--- src/rtl/lsu_ctrl.sv ---
// lsu_ctrl -- load/store unit in front of a word-addressed data memory.
//
// Converts byte-addressed MIPS loads and stores (LB/LH/LW/LBU/LHU/SB/SH/SW)
// into whole-word dmem accesses:
//   - loads read the word, then extract the lane and sign/zero extend it;
//   - SB/SH read the word, merge the new lane in, then write the full word;
//   - SW writes the word directly.
// Misaligned halfword/word accesses and unknown opcodes are dropped and
// reported with a one-cycle misalign_err pulse.
//
// Optional build macro: LSU_RANGE_CHECK_EN
//   defined   -> a word index >= DMEM_WORDS is handled like a misaligned request
//   undefined -> out-of-range addresses are passed to dmem unchanged
//
// Ports:
//   clk, reset     rising-edge clock; synchronous active-low reset
//   req_valid      pipeline presents a request
//   req_ready      unit accepts a request this cycle (IDLE and out of reset)
//   mem_op         MIPS opcode[3:0] selecting the access type
//   byte_addr      byte address of the access
//   store_data     store operand (low byte/halfword for SB/SH)
//   load_data      registered, extended load result
//   load_valid     one-cycle pulse, load_data valid
//   store_done     one-cycle pulse in the cycle the dmem write is issued
//   misalign_err   one-cycle pulse, request was misaligned or illegal
//   mem_write      dmem write enable
//   mem_addr       dmem word index (byte_addr >> 2, zero-extended)
//   mem_wd         dmem write data
//   mem_rd         dmem combinational read data
//   dbg_state      current FSM state, for observation only
//
// Handshake: a request transfers on a rising edge where req_valid and
// req_ready are both 1. Op, address and data are captured only then; while
// req_ready is 0 the requester must hold its request and the unit ignores it.

module lsu_ctrl #(
  parameter int DMEM_WORDS = 256,
  parameter int ADDR_W     = 32
) (
  input  logic              clk,
  input  logic              reset,
  input  logic              req_valid,
  output logic              req_ready,
  input  logic [3:0]        mem_op,
  input  logic [ADDR_W-1:0] byte_addr,
  input  logic [31:0]       store_data,
  output logic [31:0]       load_data,
  output logic              load_valid,
  output logic              store_done,
  output logic              misalign_err,
  output logic              mem_write,
  output logic [ADDR_W-1:0] mem_addr,
  output logic [31:0]       mem_wd,
  input  logic [31:0]       mem_rd,
  output logic [2:0]        dbg_state
);

  localparam logic [3:0] OP_LB  = 4'b0000;
  localparam logic [3:0] OP_LH  = 4'b0001;
  localparam logic [3:0] OP_LW  = 4'b0011;
  localparam logic [3:0] OP_LBU = 4'b0100;
  localparam logic [3:0] OP_LHU = 4'b0101;
  localparam logic [3:0] OP_SB  = 4'b1000;
  localparam logic [3:0] OP_SH  = 4'b1001;
  localparam logic [3:0] OP_SW  = 4'b1011;

  typedef enum logic [2:0] {
    S_IDLE  = 3'd0,
    S_LOAD  = 3'd1,
    S_MERGE = 3'd2,
    S_WRITE = 3'd3,
    S_ERR   = 3'd4
  } state_t;

  state_t            r_state;
  state_t            w_next;
  logic [3:0]        r_op;
  logic [ADDR_W-1:0] r_addr;
  logic [15:0]       r_sdata;
  logic [31:0]       r_mem_wd;
  logic [31:0]       r_load_data;
  logic              r_load_valid;

  logic              w_accept;
  logic              w_req_err;
  logic [ADDR_W-1:0] w_word_idx;
  logic [7:0]        w_byte;
  logic [15:0]       w_half;
  logic [31:0]       w_load_ext;
  logic [31:0]       w_merged;

  assign w_accept   = req_valid & req_ready;
  assign w_word_idx = {2'b00, r_addr[ADDR_W-1:2]};

  // Request legality: unknown opcodes and misaligned halfword/word accesses.
  always_comb begin
    w_req_err = 1'b0;
    case (mem_op)
      OP_LB, OP_LBU, OP_SB: w_req_err = 1'b0;
      OP_LH, OP_LHU, OP_SH: w_req_err = byte_addr[0];
      OP_LW, OP_SW:         w_req_err = (byte_addr[1:0] != 2'b00);
      default:              w_req_err = 1'b1;
    endcase
`ifdef LSU_RANGE_CHECK_EN
    if ({2'b00, byte_addr[ADDR_W-1:2]} >= ADDR_W'(DMEM_WORDS)) begin
      w_req_err = 1'b1;
    end
`endif
  end

  // FSM state register.
  always_ff @(posedge clk) begin
    if (!reset) begin
      r_state <= S_IDLE;
    end else begin
      r_state <= w_next;
    end
  end

  // Next state and dmem/handshake outputs. Write-side strobes are gated by
  // reset so a reset asserted during WRITE never commits the pending store.
  always_comb begin
    w_next       = r_state;
    req_ready    = 1'b0;
    mem_write    = 1'b0;
    store_done   = 1'b0;
    misalign_err = 1'b0;
    mem_addr     = '0;
    mem_wd       = 32'h0;
    case (r_state)
      S_IDLE: begin
        req_ready = reset;
        if (w_accept) begin
          if (w_req_err)          w_next = S_ERR;
          else if (!mem_op[3])    w_next = S_LOAD;
          else if (mem_op == OP_SW) w_next = S_WRITE;
          else                    w_next = S_MERGE;
        end
      end
      S_LOAD: begin
        mem_addr = w_word_idx;
        w_next   = S_IDLE;
      end
      S_MERGE: begin
        mem_addr = w_word_idx;
        w_next   = S_WRITE;
      end
      S_WRITE: begin
        mem_write  = reset;
        store_done = reset;
        mem_addr   = w_word_idx;
        mem_wd     = r_mem_wd;
        w_next     = S_IDLE;
      end
      S_ERR: begin
        misalign_err = reset;
        w_next       = S_IDLE;
      end
      default: w_next = S_IDLE;
    endcase
  end

  // Little-endian lane selection from the word being read.
  always_comb begin
    w_byte = 8'h00;
    case (r_addr[1:0])
      2'd0: w_byte = mem_rd[7:0];
      2'd1: w_byte = mem_rd[15:8];
      2'd2: w_byte = mem_rd[23:16];
      2'd3: w_byte = mem_rd[31:24];
      default: w_byte = 8'h00;
    endcase
    w_half = r_addr[1] ? mem_rd[31:16] : mem_rd[15:0];
  end

  always_comb begin
    w_load_ext = mem_rd;
    case (r_op)
      OP_LB:   w_load_ext = {{24{w_byte[7]}}, w_byte};
      OP_LBU:  w_load_ext = {24'h0, w_byte};
      OP_LH:   w_load_ext = {{16{w_half[15]}}, w_half};
      OP_LHU:  w_load_ext = {16'h0, w_half};
      default: w_load_ext = mem_rd;
    endcase
  end

  // Read-modify-write: replace only the addressed lane of the current word.
  always_comb begin
    w_merged = mem_rd;
    if (r_op == OP_SB) begin
      case (r_addr[1:0])
        2'd0: w_merged[7:0]   = r_sdata[7:0];
        2'd1: w_merged[15:8]  = r_sdata[7:0];
        2'd2: w_merged[23:16] = r_sdata[7:0];
        2'd3: w_merged[31:24] = r_sdata[7:0];
        default: w_merged = mem_rd;
      endcase
    end else if (r_addr[1]) begin
      w_merged[31:16] = r_sdata;
    end else begin
      w_merged[15:0] = r_sdata;
    end
  end

  // Request capture and datapath registers.
  always_ff @(posedge clk) begin
    if (!reset) begin
      r_op         <= 4'h0;
      r_addr       <= '0;
      r_sdata      <= 16'h0;
      r_mem_wd     <= 32'h0;
      r_load_data  <= 32'h0;
      r_load_valid <= 1'b0;
    end else begin
      r_load_valid <= 1'b0;
      if (w_accept) begin
        r_op    <= mem_op;
        r_addr  <= byte_addr;
        r_sdata <= store_data[15:0];
        if (mem_op == OP_SW) begin
          r_mem_wd <= store_data;
        end
      end
      if (r_state == S_LOAD) begin
        r_load_data  <= w_load_ext;
        r_load_valid <= 1'b1;
      end
      if (r_state == S_MERGE) begin
        r_mem_wd <= w_merged;
      end
    end
  end

  assign load_data  = r_load_data;
  assign load_valid = r_load_valid;
  assign dbg_state  = r_state;

endmodule

--- config.mk ---
export PLATFORM = sky130hd
export DESIGN_NAME = lsu_ctrl
export DESIGN_NICKNAME = d
export VERILOG_FILES = /design/src/rtl/lsu_ctrl.sv
export SDC_FILE = /design/constraint.sdc
export NUM_CORES = 1
export LEC_CHECK = 0
export ABC_AREA = 1
export CAP_MARGIN = 30
export CORE_MARGIN = 5
export CORE_UTILIZATION = 52
export CTS_BUF_LIST = sky130_fd_sc_hd__clkbuf_8
export DETAILED_ROUTE_END_ITERATION = 10
export HOLD_SLACK_MARGIN = 0.12
export PLACE_DENSITY = 0.89
export SLEW_MARGIN = 20
export SYNTH_ARGS = -nofsm -noshare
export SYNTH_HDL_FRONTEND = slang
export SYNTH_SLANG_ARGS = --single-unit
--- constraint.sdc ---
create_clock -name clk -period 3.4 [get_ports clk]
set_input_delay 0.68 -clock clk [delete_from_list [all_inputs] [get_ports clk]]
set_output_delay 0.68 -clock clk [all_outputs]
set_load 0.02 [all_outputs]
Word level (Yosys, flattened, before mapping)
Index checks and enable logic that the tools add are counted.

Add/sub/neg operators: 0. Multipliers: 0. Divide/modulo/power cells: 0. Magnitude comparators: 0. Eq/ne operators: 19. Shift-type cells: 0. Multiplexer cells: 25. Bitwise operators: 1. Reduce and logical (&&, ||, !) cells: 12.

Operators by type and width (count): 32-bit two-way mux (5); 32-bit case mux with 4 select lines (1); 16-bit two-way mux (3); 8-bit two-way mux (4); 8-bit case mux with 4 select lines (1); 30-bit two-way mux (1); 4-bit by 3-bit equality test with 1-bit output, second input constant (4); 4-bit equality test, second input constant (4); 3-bit OR reduction (3); 4-bit by 1-bit equality test with 1-bit output, second input constant (2); 4-bit zero test (2); 3-bit by 2-bit equality test with 1-bit output, second input constant (2); 3-bit two-way mux (2); 3-bit case mux with 2 select lines (1); 2-bit nonzero test (3); 1-bit two-way mux (5); 2-bit equality test, second input constant (2); 4-bit by 2-bit equality test with 1-bit output, second input constant (1); 3-bit by 1-bit equality test with 1-bit output, second input constant (1); 3-bit equality test, second input constant (1); 3-bit zero test (1); 1-bit case mux with 3 select lines (1); 2-bit by 1-bit equality test with 1-bit output, second input constant (1); 2-bit zero test (1); other kinds (5) (5).

Register bits: 120. Latch bits: 0. RAM bits: 0. Memory bits (read-only): 0. Input port bits: 103. Output and inout bits: 104. Logic and storage cells: 64. Memories kept: 0.

Longest topological paths before layout
Word-level depth: 6. Mapped depth: 10. Mapped depth without buffers: 9.

Worst setup path after synthesis
OpenSTA, ideal clock, no wires.

Kind: input port to output port. Start: input reset. End: output store_done. Data arrival time: 1.723 ns. Required time: 2.720 ns. Slack: 0.997 ns. Cell stages on the path: 5. Buffers on the path: 3. Cell sequence: buf_2 clkbuf_1 inv_1 nor2_1 buf_4.

Word-level cells in the longest chain between the ends: 1.

RTL lines: start, declared (RTL line 41) `input logic reset,`; 1-bit two-way mux; end, declared (RTL line 49) `output logic store_done,`.

Every way passes these cells.

Worst setup path after layout
Start: register r_state[1] (netlist: dbg_state[1]). End: output mem_addr[18].

Word-level cells in the longest chain between the ends: 3. Elaborated cells on any way between the ends: 5. Classes of those cells: eq/ne (3); mux (1); reduce/logical (1).

RTL lines: start, declared (RTL line 75) `state_t r_state;`; start signal, assigned (RTL line 116) `r_state <= w_next;`; 3-bit by 1-bit equality test with 1-bit output / 3-bit by 2-bit equality test with 1-bit output (equally long branches) (RTL line 130) `case (r_state)`; 3-bit OR reduction (no source line) (*); 30-bit two-way mux (*) (RTL line 130); end, declared (RTL line 52) `output logic [ADDR_W-1:0] mem_addr,`.

Mark *: on every way between the ends. The rest lies on a longest branch, timed or not.

==> results.json <==
{
  "status": "finished, final reports clean",
  "max_freq_mhz": 339,
  "tightest_slew_ns": 0.732,
  "die_w_um": 123,
  "cellPowerDensity_nw_per_um2": 394,
  "synth-simple-area-share_pct": 34.3,
  "hold_path.class": "reg2reg",
  "power_mw": 3.62,
  "synthesis.area_sq_um": 6690,
  "cts_tree": "done",
  "hold_buffers": 0,
  "avgSynthCellArea_sq_um": 5.98,
  "synthToLayoutAreaGrowth_pct": 37.3,
  "yosys.area.top_type": "dfxtp_1",
  "finalCritPeriodShare_pct": 86.8,
  "dr.pass1.iters": 6,
  "dp_hpwl_mm": 15.7,
  "synth-edff-count": 0,
  "max_cap_violations": 0,
  "num_vias": 7765,
  "ys_types": 25,
  "synth_xor_area_share_pct": 0,
  "fin_skew_ns": 0.00969,
  "nets": 1385,
  "numCtsBuffers": 17,
  "coreArea_sq_um": 12600,
  "grt_pass1_vias": 7008,
  "slew_violations": 0,
  "maxSlewHeadroom_pct": 51.2,
  "drtIter0Drc": 751,
  "end_kind": "primary output",
  "rows": 41,
  "n_fill_cell": 1059,
  "grt_usage_pct": 29.4,
  "rsz0062_at_grt": "false",
  "synth_mux_area_share_pct": 0,
  "n_antenna_cell": 0,
  "finalWirelength_mm": 22.4,
  "synth_top_family_by_area": "simple AND/OR/NAND/NOR gates",
  "port_buffers": 204,
  "synth_cells": 1118,
  "synthTopCellsByCount": "nand2_1, nor2_1, dfxtp_1",
  "cts-root-buf": "clkbuf_8",
  "async_flop_share_pct": 0,
  "synthAdderAreaFrac_pct": 0,
  "critical_path_class": "reg2out",
  "cts_max_level": 4,
  "postLayoutCoreUtil_pct": 72.8,
  "synth_top_area_share_pct": 35.9,
  "synth-seq-area-share_pct": 35.9,
  "slowest_delay_ns": 0.66,
  "placed_cells": 1435,
  "finalInstanceArea_sq_um": 9180,
  "synth_compound_area_share_pct": 18.2,
  "grt_max_degree": 75,
  "antenna_found_initial": 0,
  "gp_congestion": 0.960,
  "ios": 207,
  "crit_required_ns": 2.72,
  "grt_pass1_wl_mm": 34.9,
  "final_cells": 1467,
  "synth_seq_cells": 120,
  "die_h_um": 123,
  "ys.flop_type": "dfxtp_1",
  "setup_tns_ns": 0,
  "fin_ws_ns": 0.449,
  "drive_gt1_share_pct": 3.94,
  "path_clk_slew_ns": 0.07,
  "die_area_sq_um": 15200,
  "cts_sinks": 120,
  "cts_setup_buffers": 0,
  "ir_drop_v": 0.000348,
  "crit_path_start_kind": "register",
  "cp_max_fo": 30,
  "finalHoldViolCount": 0,
  "cp_cell_sequence": "inv_2 -> nand2_1 -> nand2_1 -> buf_4 -> nor2_1 -> clkdlybuf4s50_1",
  "p_leak_nw": 3.99,
  "setup_viol": 0,
  "clock_latency_ns": 0.46,
  "whs_ns": 0.455,
  "cp_slowest_cell": "clkdlybuf4s50_1",
  "drc": 0,
  "start_util_pct": 53.0,
  "synth_most_common_cell": "nand2_1",
  "cts.path.max_buffers": 2,
  "place_ws_ns": 0.951,
  "wl_per_cell_um": 15.2,
  "cts_resized": 0,
  "finalCriticalPeriod_ns": 2.95,
  "netlist_top_cells_area": "dfxtp_1, nand2_1, o21ai_0",
  "drtAntennaViolNets": 0,
  "gr-total-overflow": 0,
  "worstPathArrival_ns": 2.27,
  "vias_per_cell": 5.29,
  "ys_warn_count": 0,
  "cpMostUsedCell": "nand2_1",
  "place_area_sq_um": 8770
}
==> final timing paths <==
check                             startpoint           end  slack, ns  cells past startpoint
worst min register to register    r_addr[13]    r_addr[13]       0.46                      2
worst min-delay path              r_addr[13]    r_addr[13]       0.46                      2
worst max register to register     r_addr[1]  load_data[2]       0.84                      5
worst max-delay path            dbg_state[1]  mem_addr[18]       0.45                      6
==> routing by layer <==
metal  wire (um)  vias up  track usage (%)
li1            -     3852                -
met1        9060     3459             37.9
met2       10200      390             46.6
met3        2270       64             7.82
met4         798        0             12.4
met5           0        -                0
==> power by group <==
part	switching, mW	leakage [nW]	internal (mW)	total (mW)
sequential	0.0519	0.979	1.48	1.53
combinational	0.431	2.78	0.291	0.722
clock	0.571	0.228	0.798	1.37
==> layout make-up <==
class                           instances  area, sq um  area share (%)
Sequential cell                       120         2400            26.2
Clock buffer                           18          248            2.70
Tap cell                              172          215            2.34
Inverter                              120          450            4.90
Clock inverter                         14          166            1.81
Multi-Input combinational cell        804         3530            38.4
Timing Repair Buffer                  219         2170            23.6
==> layout by cell type (no fill, tap or decap) <==
master,instances
a21boi_0,1
a21oi_1,94
a22oi_1,1
a31oi_1,1
buf_16,1
buf_2,1
buf_4,14
bufinv_16,4
clkbuf_8,18
clkdlybuf4s50_1,203
clkinv_2,4
clkinvlp_4,1
conb_1,2
dfxtp_1,119
dfxtp_2,1
inv_1,123
inv_2,2
nand2_1,325
nand2_2,1
nand3_1,97
nand3_2,1
nand4_1,3
nor2_1,138
nor2_2,1
nor3_1,2
nor3_4,2
o2111ai_1,1
o21a_1,18
o21ai_0,115
o21ai_1,1
==> worst max-delay path: cells and delay by family (launching register included) <==
family | cells | cell delay, ns
flip-flops | 1 | 0.46
buffers and inverters | 3 | 0.98
AND/OR/NAND/NOR | 3 | 0.37
==> cells by family (layout without fill, tap and decap cells) <==
family	Yosys count	count (layout)
and+or+nand+nor	570	570
other	1	2
DFF	120	120
AOI/OAI and AO/OA	232	232
buffers and inverters	195	371
==> state kept, by name, summed over array words and instances, names as in the netlist <==
| name | count |
|---|---|
| r_mem_wd | 32 |
| dbg_state | 3 |
| r_sdata | 16 |
| load_valid | 1 |
| load_data | 32 |
| r_op | 4 |
| r_addr | 32 |
No activity file was read; power rests on OpenSTA's default activity.
